`src/rtl/apb_cfg_master.sv`:
```
// rtl/apb_cfg_master.sv - APB requester with valid/ready command and response channels
//
// Purpose:
//   Takes single read/write commands from the system side and runs one APB
//   SETUP/ACCESS transfer per command. It honours pready wait states and
//   pslverr, and aborts a stalled ACCESS phase after TIMEOUT cycles. The
//   result is held on a valid/ready response channel until it is consumed.
//
// Ports:
//   i_pclk, i_prstn                       clock, asynchronous active-low reset
//   i_cmd_valid / o_cmd_ready             command handshake
//   i_cmd_write, i_cmd_addr, i_cmd_wdata  command fields
//   o_rsp_valid / i_rsp_ready             response handshake
//   o_rsp_rdata, o_rsp_err, o_rsp_timeout response fields
//   o_psel, o_penable, o_pwrite,
//   o_paddr, o_pwdata                     APB request signals
//   i_prdata, i_pready, i_pslverr         APB completer signals
module apb_cfg_master #(
  parameter int ADDR_W  = 16,
  parameter int DATA_W  = 32,
  parameter int TIMEOUT = 16
) (
  input  logic              i_pclk,
  input  logic              i_prstn,
  input  logic              i_cmd_valid,
  output logic              o_cmd_ready,
  input  logic              i_cmd_write,
  input  logic [ADDR_W-1:0] i_cmd_addr,
  input  logic [DATA_W-1:0] i_cmd_wdata,
  output logic              o_rsp_valid,
  input  logic              i_rsp_ready,
  output logic [DATA_W-1:0] o_rsp_rdata,
  output logic              o_rsp_err,
  output logic              o_rsp_timeout,
  output logic              o_psel,
  output logic              o_penable,
  output logic              o_pwrite,
  output logic [ADDR_W-1:0] o_paddr,
  output logic [DATA_W-1:0] o_pwdata,
  input  logic [DATA_W-1:0] i_prdata,
  input  logic              i_pready,
  input  logic              i_pslverr
);

  // A TIMEOUT of 0 would give a zero-width counter; keep one bit in that case.
  localparam int CNT_W   = (TIMEOUT == 0) ? 1 : $clog2(TIMEOUT + 1);
  localparam int LAST_I  = (TIMEOUT == 0) ? 0 : TIMEOUT - 1;
  localparam logic [CNT_W-1:0] CNT_LAST = CNT_W'(LAST_I);

  typedef enum logic [1:0] {
    S_IDLE   = 2'd0,
    S_SETUP  = 2'd1,
    S_ACCESS = 2'd2,
    S_RESP   = 2'd3
  } state_t;

  state_t            r_state;
  state_t            w_next;
  logic [CNT_W-1:0]  r_cnt;
  logic [ADDR_W-1:0] r_paddr;
  logic [DATA_W-1:0] r_pwdata;
  logic              r_pwrite;
  logic [DATA_W-1:0] r_rdata;
  logic              r_err;
  logic              r_timeout;
  logic              w_timeout_hit;

  // Abort on the last allowed low-pready cycle so ACCESS never exceeds TIMEOUT cycles.
  assign w_timeout_hit = (TIMEOUT != 0) && (r_cnt == CNT_LAST);

  always_ff @(posedge i_pclk or negedge i_prstn) begin
    if (!i_prstn) begin
      r_state <= S_IDLE;
    end else begin
      r_state <= w_next;
    end
  end

  always_comb begin
    w_next = r_state;
    case (r_state)
      S_IDLE:   if (i_cmd_valid) w_next = S_SETUP;
      S_SETUP:  w_next = S_ACCESS;
      S_ACCESS: if (i_pready || w_timeout_hit) w_next = S_RESP;
      S_RESP:   if (i_rsp_ready) w_next = S_IDLE;
      default:  w_next = S_IDLE;
    endcase
  end

  always_ff @(posedge i_pclk or negedge i_prstn) begin
    if (!i_prstn) begin
      r_cnt     <= '0;
      r_paddr   <= '0;
      r_pwdata  <= '0;
      r_pwrite  <= 1'b0;
      r_rdata   <= '0;
      r_err     <= 1'b0;
      r_timeout <= 1'b0;
    end else begin
      case (r_state)
        S_IDLE: begin
          if (i_cmd_valid) begin
            r_paddr  <= i_cmd_addr;
            r_pwdata <= i_cmd_wdata;
            r_pwrite <= i_cmd_write;
          end
        end
        S_SETUP: begin
          r_cnt <= '0;
        end
        S_ACCESS: begin
          if (i_pready) begin
            // Completion wins over a timeout landing on the same cycle.
            r_rdata   <= (!r_pwrite && !i_pslverr) ? i_prdata : '0;
            r_err     <= i_pslverr;
            r_timeout <= 1'b0;
          end else begin
            if (r_cnt != {CNT_W{1'b1}}) r_cnt <= r_cnt + CNT_W'(1);
            if (w_timeout_hit) begin
              r_rdata   <= '0;
              r_err     <= 1'b1;
              r_timeout <= 1'b1;
            end
          end
        end
        default: ;
      endcase
    end
  end

  // APB strobes are decoded from state so an async reset drops them at once.
  assign o_cmd_ready   = (r_state == S_IDLE);
  assign o_psel        = (r_state == S_SETUP) || (r_state == S_ACCESS);
  assign o_penable     = (r_state == S_ACCESS);
  assign o_rsp_valid   = (r_state == S_RESP);
  assign o_pwrite      = r_pwrite;
  assign o_paddr       = r_paddr;
  assign o_pwdata      = r_pwdata;
  assign o_rsp_rdata   = r_rdata;
  assign o_rsp_err     = r_err;
  assign o_rsp_timeout = r_timeout;

endmodule

```
`config.mk`:
```
export PLATFORM = sky130hd
export DESIGN_NAME = apb_cfg_master
export DESIGN_NICKNAME = d
export VERILOG_FILES = /design/src/rtl/apb_cfg_master.sv
export SDC_FILE = /design/constraint.sdc
export NUM_CORES = 1
export LEC_CHECK = 0
export CORE_MARGIN = 2
export CORE_UTILIZATION = 30
export CTS_CLUSTER_SIZE = 30
export DETAILED_ROUTE_END_ITERATION = 10
export HOLD_SLACK_MARGIN = 0.06
export PLACE_DENSITY_LB_ADDON = 0.08
export SLEW_MARGIN = 25
export SYNTH_ARGS = -nofsm -noshare
export SYNTH_HDL_FRONTEND = slang
export SYNTH_SLANG_ARGS = --single-unit
```
`constraint.sdc`:
```
create_clock -name i_pclk -period 4.3 [get_ports i_pclk]
set_input_delay 1.29 -clock i_pclk [delete_from_list [all_inputs] [get_ports i_pclk]]
set_output_delay 1.29 -clock i_pclk [all_outputs]
set_load 0.05 [all_outputs]
```
==> results_dict.tcl <==
set metrics [dict create \
    outcome "finished clean" \
    die-area_mm2 0.0125 \
    fin_crit_sh_pct 79.5 \
    synth_flop_cell "dfrtp_1" \
    path_clk_slew_ns 0.06 \
    cts_setup_buffers 0 \
    syn_area_per_cell_um2 15.4 \
    crit_type "flop to output port" \
    antenna_cells 0 \
    start_kind "flop" \
    num_io_pins 174 \
    irDropWorstVdd_v 0.000438 \
    grtUsageTotal_pct 14.9 \
    synth_top_area_share_pct 64.6 \
    start_util_pct 30.7 \
    clock_latency_ns 0.33 \
    syn-cell-area_mm2 0.00349 \
    dp_hpwl_mm 6.41 \
    io_buffers 173 \
    required_ns 3.01 \
    period_needed_ns 3.42 \
    rsz0062_at_grt "false" \
    cts.sinks 90 \
    final_util_pct 49.8 \
    muxShareOfSynthArea_pct 16.4 \
    dr.pass1.iters 4 \
    yosys.area_share.simple_pct 2.58 \
    yosysMostFrequentCell "dfrtp_1" \
    yosysTopAreaCell "dfrtp_1" \
    power_density_mw_per_mm2 931 \
    route.detailed.drc 0 \
    critPathCaptureType "output port" \
    synth_top_family_by_area "multiplexers" \
    synth_seq_cells 90 \
    postCtsHoldBufs 0 \
    slew_headroom_pct 63.1 \
    timing.critical_path.fanout_max 10 \
    area_delta_synth_final_pct 62.4 \
    htreeDepth 3 \
    synth_cell_types 26 \
    arrival_ns 2.13 \
    max_cap_viol_count 0 \
    synth_xor_area_share_pct 0 \
    first_iter_violations 86 \
    async_flop_share_pct 100 \
    tightest_slew_ns 0.551 \
    cts_tree "yes" \
    grt_pass1_wl_mm 14.6 \
    finalSetupViolations 0 \
    fin_skew_ns 0.00514 \
    clock_path_buffers 2 \
    die_y_um 112 \
    fp.dieW_um 112 \
    hold_viol_final 0 \
    synth_area_leaders "dfrtp_1 (65%), mux2_2 (16%), a22o_1 (8.5%)" \
    gr-total-overflow 0 \
    wl_mm 8.82 \
    slew_violations 0 \
    avgViaCountPerCell 4.59 \
    num_rows 39 \
    yosys_warnings 0 \
    drive_above_1_share_pct 18.7 \
    hp-class "flop to flop" \
    tns_ns 0 \
    timing.fmax_ghz 0.293 \
    core-area_mm2 0.0114 \
    leakage_nw 2.46 \
    num_vias 2548 \
    cts_buffers 9 \
    ant_nets 0 \
    cts_resized 0 \
    synth_compound_area_share_pct 10.9 \
    grt_pass1_vias 2747 \
    final_nets 501 \
    place_congestion 0.733 \
    antenna_found_initial 0 \
    wl_per_cell_um 15.9 \
    seq_area_frac_synth_pct 64.6 \
    synth_edf_count 0 \
    synthesis.nets 321 \
    cts-root-buf "clkbuf_16" \
    syn_inst 227 \
    synthAdderAreaFrac_pct 2.51 \
    timing.hold.ws_ns 0.479 \
    synth_common_cells "dfrtp_1 (90), mux2_2 (50), a22o_1 (34)" \
    grt_max_degree 35 \
]
## through the flow
step	total power (W)	setup WS (ns)	std cells	area, µm²
global placement	0.00455	1.30	539	5380
floorplan	0.00350	1.98	227	3490
detailed placement	0.00457	1.25	539	5380
global route	0.00552	0.801	555	5660
finish	0.00527	0.883	555	5660
CTS	0.00534	0.860	555	5660
## critical path: stages, from the launching register on
cell and delay, ns:
dfrtp_1 0.40, inv_1 0.12, ha_1 0.39, clkdlybuf4s50_1 0.89
## where the power goes
group	leakage [nW]	switching [W]	internal, W
sequential	1.13	0.000197	0.00125
combinational	1.19	0.00195	0.00114
clock	0.136	0.000315	0.000425
total	2.46	0.00246	0.00281
## metal layers
metal / part of all wire [%] / vias to the layer above / global-route usage [%]
met1: 45 / 1253 / 19.5
li1: - / 1189 / -
met2: 48 / 95 / 23.8
met3: 5.8 / 11 / 3.05
met4: 2.1 / 0 / 6.67
met5: 0 / - / 0
## cells by family (layout without fill, tap and decap cells)
group           count (synthesis)  count (layout)
flops                          90              90
mux                            51              51
compound gates                 46              46
buf+inv                        19             204
simple gates                   14              14
fa+ha+maj                       7               7
## final cells by class
| cell class | count | area (µm²) |
|---|---|---|
| inverter | 7 | 26.3 |
| clock inverter | 3 | 21.3 |
| fill | 1070 | 5710 |
| tap | 143 | 179 |
| sequential | 90 | 2250 |
| clock buffer | 13 | 260 |
| multi-input combinational | 118 | 1140 |
| timing repair buffer | 181 | 1790 |
## sequential cells by signal, indices dropped and copies added, names as in the netlist
signal	flops
o_paddr	16
o_pwdata	32
o_pwrite	1
o_rsp_err	1
o_rsp_rdata	32
o_rsp_timeout	1
r_cnt	5
r_state	2
## placed cells by master, fill, tap and decap left out, types with 2 or more instances in the layout
master / n
clkdlybuf4s50_1: 172
ha_1: 7
a21oi_1: 2
clkbuf_1: 2
buf_4: 9
and3_1: 2
clkbuf_8: 2
inv_1: 7
a22o_1: 34
dfrtp_1: 90
nand3_1: 2
clkbuf_16: 9
mux2_2: 50
nor2_1: 3
o21ai_0: 3
## final timing paths
check | endpoint | cells after the start | slack (ns) | from
worst max-delay path | o_penable | 3 | 0.88 | r_state[0]
worst min-delay path | o_rsp_err | 2 | 0.48 | o_rsp_err
worst max register to register | o_pwdata[3] | 5 | 2.37 | r_state[0]
worst min register to register | o_rsp_err | 2 | 0.48 | o_rsp_err
max in group asynchronous | o_rsp_rdata[0] | 2 | 2.67 | i_prstn
min in group asynchronous | o_pwdata[11] | 1 | 0.85 | i_prstn
Power figures use the tool's default switching activity.
